## src/rtl/shape_processor_cfg_master_if.sv

```systemverilog
// Host request/response handshakes plus the shape processor SFR port,
// bundled for the configuration master (master) and its peers (slave).
interface shape_processor_cfg_master_if;
  logic        req_valid;
  logic        req_ready;
  logic [1:0]  req_shape;
  logic [4:0]  req_operation;
  logic        write;
  logic [31:0] write_data;
  logic        read;
  logic [31:0] read_data;
  logic        error;
  logic        rsp_valid;
  logic        rsp_ready;
  logic        rsp_ok;
  logic        rsp_error;
  logic        rsp_illegal;
  logic [31:0] rsp_ctrl;

  modport master (
    input  req_valid, req_shape, req_operation, read_data, error, rsp_ready,
    output req_ready, write, write_data, read, rsp_valid, rsp_ok, rsp_error,
    rsp_illegal, rsp_ctrl
  );

  modport slave (
    output req_valid, req_shape, req_operation, read_data, error, rsp_ready,
    input  req_ready, write, write_data, read, rsp_valid, rsp_ok, rsp_error,
    rsp_illegal, rsp_ctrl
  );
endinterface

```

## src/rtl/shape_processor_cfg_master.sv

```systemverilog
// Programs the shape processor CTRL SFR from host requests, reads it back and
// returns a verdict with saturating pass/reject statistics.
module shape_processor_cfg_master #(
    parameter int unsigned READ_LATENCY = 0,
    parameter int unsigned SKIP_ILLEGAL = 0,
    parameter int unsigned CNT_W        = 16
) (
    input  logic                          clk,
    input  logic                          rst_n,
    shape_processor_cfg_master_if.master  bus,
    output logic [CNT_W-1:0]              cnt_ok,
    output logic [CNT_W-1:0]              cnt_rej
);

    localparam logic [1:0] SHAPE_RECT   = 2'b01;
    localparam logic [1:0] SHAPE_TRI    = 2'b10;
    localparam logic [4:0] OP_PERIMETER = 5'b00000;
    localparam logic [4:0] OP_AREA      = 5'b00001;
    localparam logic [4:0] OP_IS_SQUARE = 5'b01000;
    localparam logic [4:0] OP_IS_EQUI   = 5'b10000;
    localparam logic [4:0] OP_IS_ISOS   = 5'b10001;
    localparam logic [1:0] LAT          = 2'(READ_LATENCY);

    typedef enum logic [2:0] {
        S_IDLE,
        S_WRITE,
        S_GAP,
        S_READ,
        S_RWAIT,
        S_RESP
    } state_t;

    state_t      state, state_nx;
    logic [1:0]  shape_q;
    logic [4:0]  op_q;
    logic        illegal_q;
    logic        skipped_q;
    logic        err_flag;
    logic [31:0] ctrl_q;
    logic [1:0]  lat_cnt;
    logic        accept;
    logic        req_legal;
    logic        match_ok;

    function automatic logic is_legal(input logic [1:0] shape, input logic [4:0] op);
        logic rect, tri_s;
        rect  = (shape == SHAPE_RECT);
        tri_s = (shape == SHAPE_TRI);
        case (op)
            OP_PERIMETER, OP_AREA: is_legal = rect || tri_s;
            OP_IS_SQUARE:          is_legal = rect;
            OP_IS_EQUI, OP_IS_ISOS: is_legal = tri_s;
            default:               is_legal = 1'b0;
        endcase
    endfunction

    assign accept    = bus.req_valid && (state == S_IDLE);
    assign req_legal = is_legal(bus.req_shape, bus.req_operation);
    // A skipped request has nothing to compare against, so it can never pass.
    assign match_ok  = !err_flag && !skipped_q &&
                       (ctrl_q[17:16] == shape_q) && (ctrl_q[4:0] == op_q);

    always_ff @(posedge clk or negedge rst_n) begin
        if (!rst_n) state <= S_IDLE;
        else        state <= state_nx;
    end

    always_comb begin
        state_nx        = state;
        bus.req_ready   = 1'b0;
        bus.write       = 1'b0;
        bus.write_data  = '0;
        bus.read        = 1'b0;
        bus.rsp_valid   = 1'b0;
        bus.rsp_ok      = 1'b0;
        bus.rsp_error   = 1'b0;
        bus.rsp_illegal = 1'b0;
        bus.rsp_ctrl    = ctrl_q;
        case (state)
            S_IDLE: begin
                bus.req_ready = 1'b1;
                if (accept)
                    state_nx = ((SKIP_ILLEGAL != 0) && !req_legal) ? S_RESP : S_WRITE;
            end
            S_WRITE: begin
                bus.write      = 1'b1;
                bus.write_data = {14'b0, shape_q, 11'b0, op_q};
                state_nx       = S_GAP;
            end
            S_GAP: state_nx = S_READ;
            S_READ: begin
                bus.read = 1'b1;
                state_nx = (READ_LATENCY == 0) ? S_RESP : S_RWAIT;
            end
            S_RWAIT: if (lat_cnt == LAT) state_nx = S_RESP;
            S_RESP: begin
                bus.rsp_valid   = 1'b1;
                bus.rsp_ok      = match_ok;
                bus.rsp_error   = err_flag;
                bus.rsp_illegal = illegal_q;
                if (bus.rsp_ready) state_nx = S_IDLE;
            end
            default: state_nx = S_IDLE;
        endcase
    end

    always_ff @(posedge clk or negedge rst_n) begin
        if (!rst_n) begin
            shape_q   <= '0;
            op_q      <= '0;
            illegal_q <= 1'b0;
            skipped_q <= 1'b0;
            err_flag  <= 1'b0;
            ctrl_q    <= '0;
            lat_cnt   <= '0;
            cnt_ok    <= '0;
            cnt_rej   <= '0;
        end else begin
            case (state)
                S_IDLE: begin
                    err_flag <= 1'b0;
                    if (accept) begin
                        shape_q   <= bus.req_shape;
                        op_q      <= bus.req_operation;
                        illegal_q <= !req_legal;
                        skipped_q <= (SKIP_ILLEGAL != 0) && !req_legal;
                        ctrl_q    <= '0;
                    end
                end
                S_WRITE, S_GAP: if (bus.error) err_flag <= 1'b1;
                S_READ: begin
                    lat_cnt <= 2'd1;
                    if (READ_LATENCY == 0) ctrl_q <= bus.read_data;
                end
                S_RWAIT: begin
                    lat_cnt <= lat_cnt + 2'd1;
                    if (lat_cnt == LAT) ctrl_q <= bus.read_data;
                end
                S_RESP: begin
                    if (bus.rsp_ready) begin
                        if (match_ok) begin
                            if (cnt_ok != '1) cnt_ok <= cnt_ok + 1'b1;
                        end else begin
                            if (cnt_rej != '1) cnt_rej <= cnt_rej + 1'b1;
                        end
                    end
                end
                default: ;
            endcase
        end
    end

endmodule
```

## src/flat_wrapper.sv

```systemverilog
// flat-port wrapper written by rule: the top's interface ports become plain ports
module shape_processor_cfg_master_flat 
#(
    parameter int unsigned READ_LATENCY = 0,
    parameter int unsigned SKIP_ILLEGAL = 0,
    parameter int unsigned CNT_W        = 16
)
  (clk, rst_n, cnt_ok, cnt_rej, bus_req_valid, bus_req_shape, bus_req_operation, bus_read_data, bus_error, bus_rsp_ready, bus_req_ready, bus_write, bus_write_data, bus_read, bus_rsp_valid, bus_rsp_ok, bus_rsp_error, bus_rsp_illegal, bus_rsp_ctrl);
  shape_processor_cfg_master_if bus_i ();
  input  logic clk;
  input  logic rst_n;
  output logic [CNT_W-1:0] cnt_ok;
  output logic [CNT_W-1:0] cnt_rej;
  input wire logic [$bits(bus_i.req_valid)-1:0] bus_req_valid;
  input wire logic [$bits(bus_i.req_shape)-1:0] bus_req_shape;
  input wire logic [$bits(bus_i.req_operation)-1:0] bus_req_operation;
  input wire logic [$bits(bus_i.read_data)-1:0] bus_read_data;
  input wire logic [$bits(bus_i.error)-1:0] bus_error;
  input wire logic [$bits(bus_i.rsp_ready)-1:0] bus_rsp_ready;
  output wire logic [$bits(bus_i.req_ready)-1:0] bus_req_ready;
  output wire logic [$bits(bus_i.write)-1:0] bus_write;
  output wire logic [$bits(bus_i.write_data)-1:0] bus_write_data;
  output wire logic [$bits(bus_i.read)-1:0] bus_read;
  output wire logic [$bits(bus_i.rsp_valid)-1:0] bus_rsp_valid;
  output wire logic [$bits(bus_i.rsp_ok)-1:0] bus_rsp_ok;
  output wire logic [$bits(bus_i.rsp_error)-1:0] bus_rsp_error;
  output wire logic [$bits(bus_i.rsp_illegal)-1:0] bus_rsp_illegal;
  output wire logic [$bits(bus_i.rsp_ctrl)-1:0] bus_rsp_ctrl;
  assign bus_i.req_valid = bus_req_valid;
  assign bus_i.req_shape = bus_req_shape;
  assign bus_i.req_operation = bus_req_operation;
  assign bus_i.read_data = bus_read_data;
  assign bus_i.error = bus_error;
  assign bus_i.rsp_ready = bus_rsp_ready;
  assign bus_req_ready = bus_i.req_ready;
  assign bus_write = bus_i.write;
  assign bus_write_data = bus_i.write_data;
  assign bus_read = bus_i.read;
  assign bus_rsp_valid = bus_i.rsp_valid;
  assign bus_rsp_ok = bus_i.rsp_ok;
  assign bus_rsp_error = bus_i.rsp_error;
  assign bus_rsp_illegal = bus_i.rsp_illegal;
  assign bus_rsp_ctrl = bus_i.rsp_ctrl;
  shape_processor_cfg_master #(.READ_LATENCY(READ_LATENCY), .SKIP_ILLEGAL(SKIP_ILLEGAL), .CNT_W(CNT_W)) u_core (.clk(clk), .rst_n(rst_n), .bus(bus_i), .cnt_ok(cnt_ok), .cnt_rej(cnt_rej));
endmodule
```

## config.mk

```make
export PLATFORM = sky130hd
export DESIGN_NAME = shape_processor_cfg_master_flat
export DESIGN_NICKNAME = d
export VERILOG_FILES = /design/src/rtl/shape_processor_cfg_master_if.sv /design/src/rtl/shape_processor_cfg_master.sv /design/src/flat_wrapper.sv
export SDC_FILE = /design/constraint.sdc
export NUM_CORES = 1
export LEC_CHECK = 0
export ABC_AREA = 1
export BUFFER_PORTS_ARGS = -buffer_cell sky130_fd_sc_hd__buf_2
export CAP_MARGIN = 0
export CORE_MARGIN = 1.5
export CORE_UTILIZATION = 52
export DETAILED_ROUTE_END_ITERATION = 6
export PLACE_DENSITY = 0.82
export SKIP_LAST_GASP = 1
export SYNTH_ARGS = -nofsm -noshare
export SYNTH_HDL_FRONTEND = slang
export SYNTH_SLANG_ARGS = --single-unit
```

## constraint.sdc

```tcl
create_clock -name clk -period 1.9 [get_ports clk]
set_input_delay 0.57 -clock clk [delete_from_list [all_inputs] [get_ports clk]]
set_output_delay 0.57 -clock clk [all_outputs]
set_load 0.1 [all_outputs]
```

==> Implementation_results.wiki <==
{| class="wikitable"
! Metric !! Value
|-
| Cell at the slowest stage of the critical path || sky130_fd_sc_hd__dfrtp_4
|-
| N_diodes || 0
|-
| Placement row count || 35
|-
| Net switching component of the power || 6.76 mW
|-
| Upper clock frequency limit || roughly 450 MHz
|-
| Ys Warns || 0
|-
| GRT Resource Usage Total || approximately a quarter
|-
| Clk_lat worst skew || 0.35 ns
|-
| Routed wire length || 12.6 mm
|-
| DRC violation count after routing || 0
|-
| Initial antenna violation count || 0
|-
| Chip Width || roughly 100 µm
|-
| Initial Util || 53.1%
|-
| Leak Pwr || 3.44 nW
|-
| Number of slew-limit violations in the final report || 0
|-
| DIE AREA || 9940 µm²
|-
| Crit Path Class || register to output port
|-
| Global placement routability congestion || 0.871
|-
| CP most frequent cell || sky130_fd_sc_hd__nand2_2
|-
| Power per Cell Area || 1830 nW/µm²
|-
| Global-route wire length before repair || between 20 and 25 mm
|-
| Number of library cell types mapped by synthesis || 32
|-
| Violated checks || setup timing
|-
| Number of hold buffers added after cts || 0
|-
| Category of the worst setup path launch point || register
|-
| Count of pins on the block boundary || ~150
|-
| Most common cell after layout, fill and taps aside || sky130_fd_sc_hd__nand2_1
|-
| Smallest setup slack after layout || -0.303 ns
|-
| Crit path max fanout || 3
|-
| Setup-failing EPs final || 41
|-
| Avg Cell Area, Syn || 7.91 µm²
|-
| Worst Path Arrival || 1.63 ns
|-
| Count of max-cap constraint violations || 0
|-
| Switch share || 56.2%
|-
| CTS Buffer Depth || 2
|-
| Reg clk slew, reported paths || 0.08 ns
|-
| Clk pwr share || 12.0%
|-
| Number of nets still failing antenna checks after routing || 0
|-
| Area of the multi-input gates || 2610 µm²
|-
| Area added between synthesis and finish || 35.0%
|-
| I/O Buffers || 121
|-
| HP Class || input port to async pin
|-
| Final #Nets || 831
|-
| Flip-flop and latch count after synthesis || slightly below 80
|-
| FF+latch area || around 2000 µm²
|-
| Share of async-settable or async-resettable flops after synthesis || 100%
|-
| Fin util || 71.7%
|-
| Hold violation total from the final report || 0
|-
| Endpoint class of the critical path || output port
|-
| Post-synth design cell area || ~4900 µm²
|-
| Dpl ws || about 0.050 ns
|-
| Pin count of the biggest net entering global routing || 38
|-
| FILL cells || 671
|-
| Final cycle utilization of the critical path || 116%
|-
| Number of buffers created by CTS || 9
|-
| Detailed Place HPWL || 8.76 mm
|-
| Post-layout minimum cycle time || 2.20 ns
|-
| List of cells traversed by the critical path || inv_2 -> nand2_2 -> nand2_2 -> nand2_1 -> nor2_1 -> nand2_2 -> nor2_4 -> buf_12
|-
| CTS root buffer || sky130_fd_sc_hd__clkbuf_8
|-
| Sequential cell fraction of total power || around 22%
|-
| Number of design-rule violations left by the first detailed-router iteration || roughly 170
|-
| H-tree lvl count || 3
|-
| Initial DRT Pass Iterations || 4
|-
| DR vias/cell || 5.14
|-
| CTS sink cnt || 78
|-
| Via count of the first global-routing pass || 4464
|-
| DR WL/cell || about 14 µm
|-
| Prevailing post-synth register cell || sky130_fd_sc_hd__dfrtp_1
|-
| Total internal power || 5.28 mW
|-
| Max Clock Skew || ~0.012 ns
|-
| Overall via count from detail_route || ~4600
|-
| TritonCTS clock tree || done
|-
| Synthesized instance count || 615
|-
| Required time of the critical path || 1.33 ns
|-
| Result of the run || finished with violations
|-
| Sequential-to-total area share from yosys stat || between 40 and 50%
|-
| Total core area || 9150 µm²
|-
| Congestion Overflow GR || 0
|-
| Ratio of cells with drive above 1 in the final layout || 44.1%
|-
| Maximum single-stage delay on the critical path || 0.49 ns
|-
| Commonest non-fill, non-tap cells in the layout || 191 x sky130_fd_sc_hd__nand2_1, 102 x sky130_fd_sc_hd__buf_2, 44 x sky130_fd_sc_hd__inv_1
|-
| Setup repair after global routing missed its margin || yes
|-
| Die height || 99.7 µm
|-
| Peak supply drop || 1.72 mV
|-
| Combinational power share || between 60% and 70%
|-
| EDFF count, synth || 0
|}
==> logic make-up after synthesis <==
logic type	Yosys count	synth area share [%]
buffers and inverters	102	11.1
adders and majority gates	5	1.29
AOI/OAI and AO/OA	20	2.24
xor gates and xnor gates	12	2.16
DFF	78	40.1
and+or+nand+nor	397	43.0
other	1	0.0771
==> cells in the mapped netlist (3+ instances only) <==
library cell                 n  area [µm²]
sky130_fd_sc_hd__buf_12      3        60.1
sky130_fd_sc_hd__nand3_1    29         145
sky130_fd_sc_hd__o21ai_0    13        65.1
sky130_fd_sc_hd__xor2_1     12         105
sky130_fd_sc_hd__nand2_1   201         754
sky130_fd_sc_hd__dfrtp_1    78        1950
sky130_fd_sc_hd__nand4_1    31         194
sky130_fd_sc_hd__inv_2       5        18.8
sky130_fd_sc_hd__nand2_2    30         188
sky130_fd_sc_hd__nand3b_1    5        37.5
sky130_fd_sc_hd__nand2_4    33         372
sky130_fd_sc_hd__nor2_8      3        60.1
sky130_fd_sc_hd__nor2_2      5        31.3
sky130_fd_sc_hd__a21oi_1     4        20.0
sky130_fd_sc_hd__nor2_4      4        45.0
sky130_fd_sc_hd__nor2_1     49         184
sky130_fd_sc_hd__ha_1        5        62.6
sky130_fd_sc_hd__inv_1      55         206
sky130_fd_sc_hd__clkbuf_1    5        18.8
sky130_fd_sc_hd__buf_4      25         188
sky130_fd_sc_hd__buf_2       8        40.0
==> critical path: cells and delay by family (launching register included) <==
family	cells	cell delay, ns
buffers and inverters	2	0.25
flip-flops	1	0.49
AND/OR/NAND/NOR	6	0.55
==> through the flow <==
step	hold slack, ns	total power, mW	instance area (µm²)	TNS (ns)	cells
6_report	0.170	12.0	6570	-3.15	898
5_1_grt	0.177	12.6	6570	-6.96	898
4_1_cts	0.171	11.6	6390	-1.94	886
3_5_place_dp	0.469	9.90	6030	0	855
3_3_place_gp	0.460	9.76	6030	0	855
2_1_floorplan	0.274	8.42	5150	-14.08	639
==> power groups by stage <==
stage | clock (mW) | sequential, mW | combinational (mW)
global placement | 0 | 2.68 | 7.08
finish | 1.44 | 2.66 | 7.95
global route | 1.53 | 2.71 | 8.33
CTS | 1.45 | 2.65 | 7.50
floorplan | 0 | 4.93 | 3.49
detailed placement | 0 | 2.71 | 7.19
==> worst paths after layout <==
| kind | cells after the start | from | end | slack [ns] |
|---|---|---|---|---|
| worst min register to register | 2 | u_core.bus.rsp_ctrl[15] | u_core.bus.rsp_ctrl[15] | 0.48 |
| min in group clk | 3 | bus_read_data[13] | u_core.bus.rsp_ctrl[13] | 0.43 |
| worst min-delay path | 1 | rst_n | u_core.cnt_rej[13] | 0.17 |
| max in group asynchronous | 2 | rst_n | u_core.cnt_rej[1] | 1.15 |
| worst max register to register | 12 | u_core.state[1] | u_core.bus.rsp_ctrl[11] | -0.06 |
| worst max-delay path | 8 | u_core.bus.rsp_ctrl[0] | bus_rsp_ok | -0.30 |
==> flip-flops by register name, indices dropped and copies added (netlist names) <==
register	flops
u_core.bus.rsp_ctrl	32
u_core.cnt_ok	16
u_core.cnt_rej	16
u_core.err_flag	1
u_core.illegal_q	1
u_core.lat_cnt	2
u_core.op_q	5
u_core.shape_q	2
u_core.state	3
==> layer usage <==
layer	wire length (µm)	GRT usage [%]	vias to the layer above
li1	-	-	2202
met5	0	0	-
met3	865	6.96	28
met1	4960	29.3	2196
met2	6550	44.4	188
met4	244	8.13	0
==> what timing repair did <==
item / CTS / global route
pin swaps: 12 / 17
resized for setup: 10 / 24
gates cloned: 0 / 2
setup endpoints to repair: 16 / 50
setup buffers: 16 / 11
hold endpoints to repair: 0 / 0
==> layout make-up <==
cell class	count	share of cell area [%]
Tap cell	111	2.12
Clock inverter	4	1.07
Multi-Input combinational cell	460	39.8
Clock buffer	12	2.36
Inverter	61	3.66
Sequential cell	78	30.9
Timing Repair Buffer	172	20.2
No activity file was read; power rests on OpenSTA's default activity.
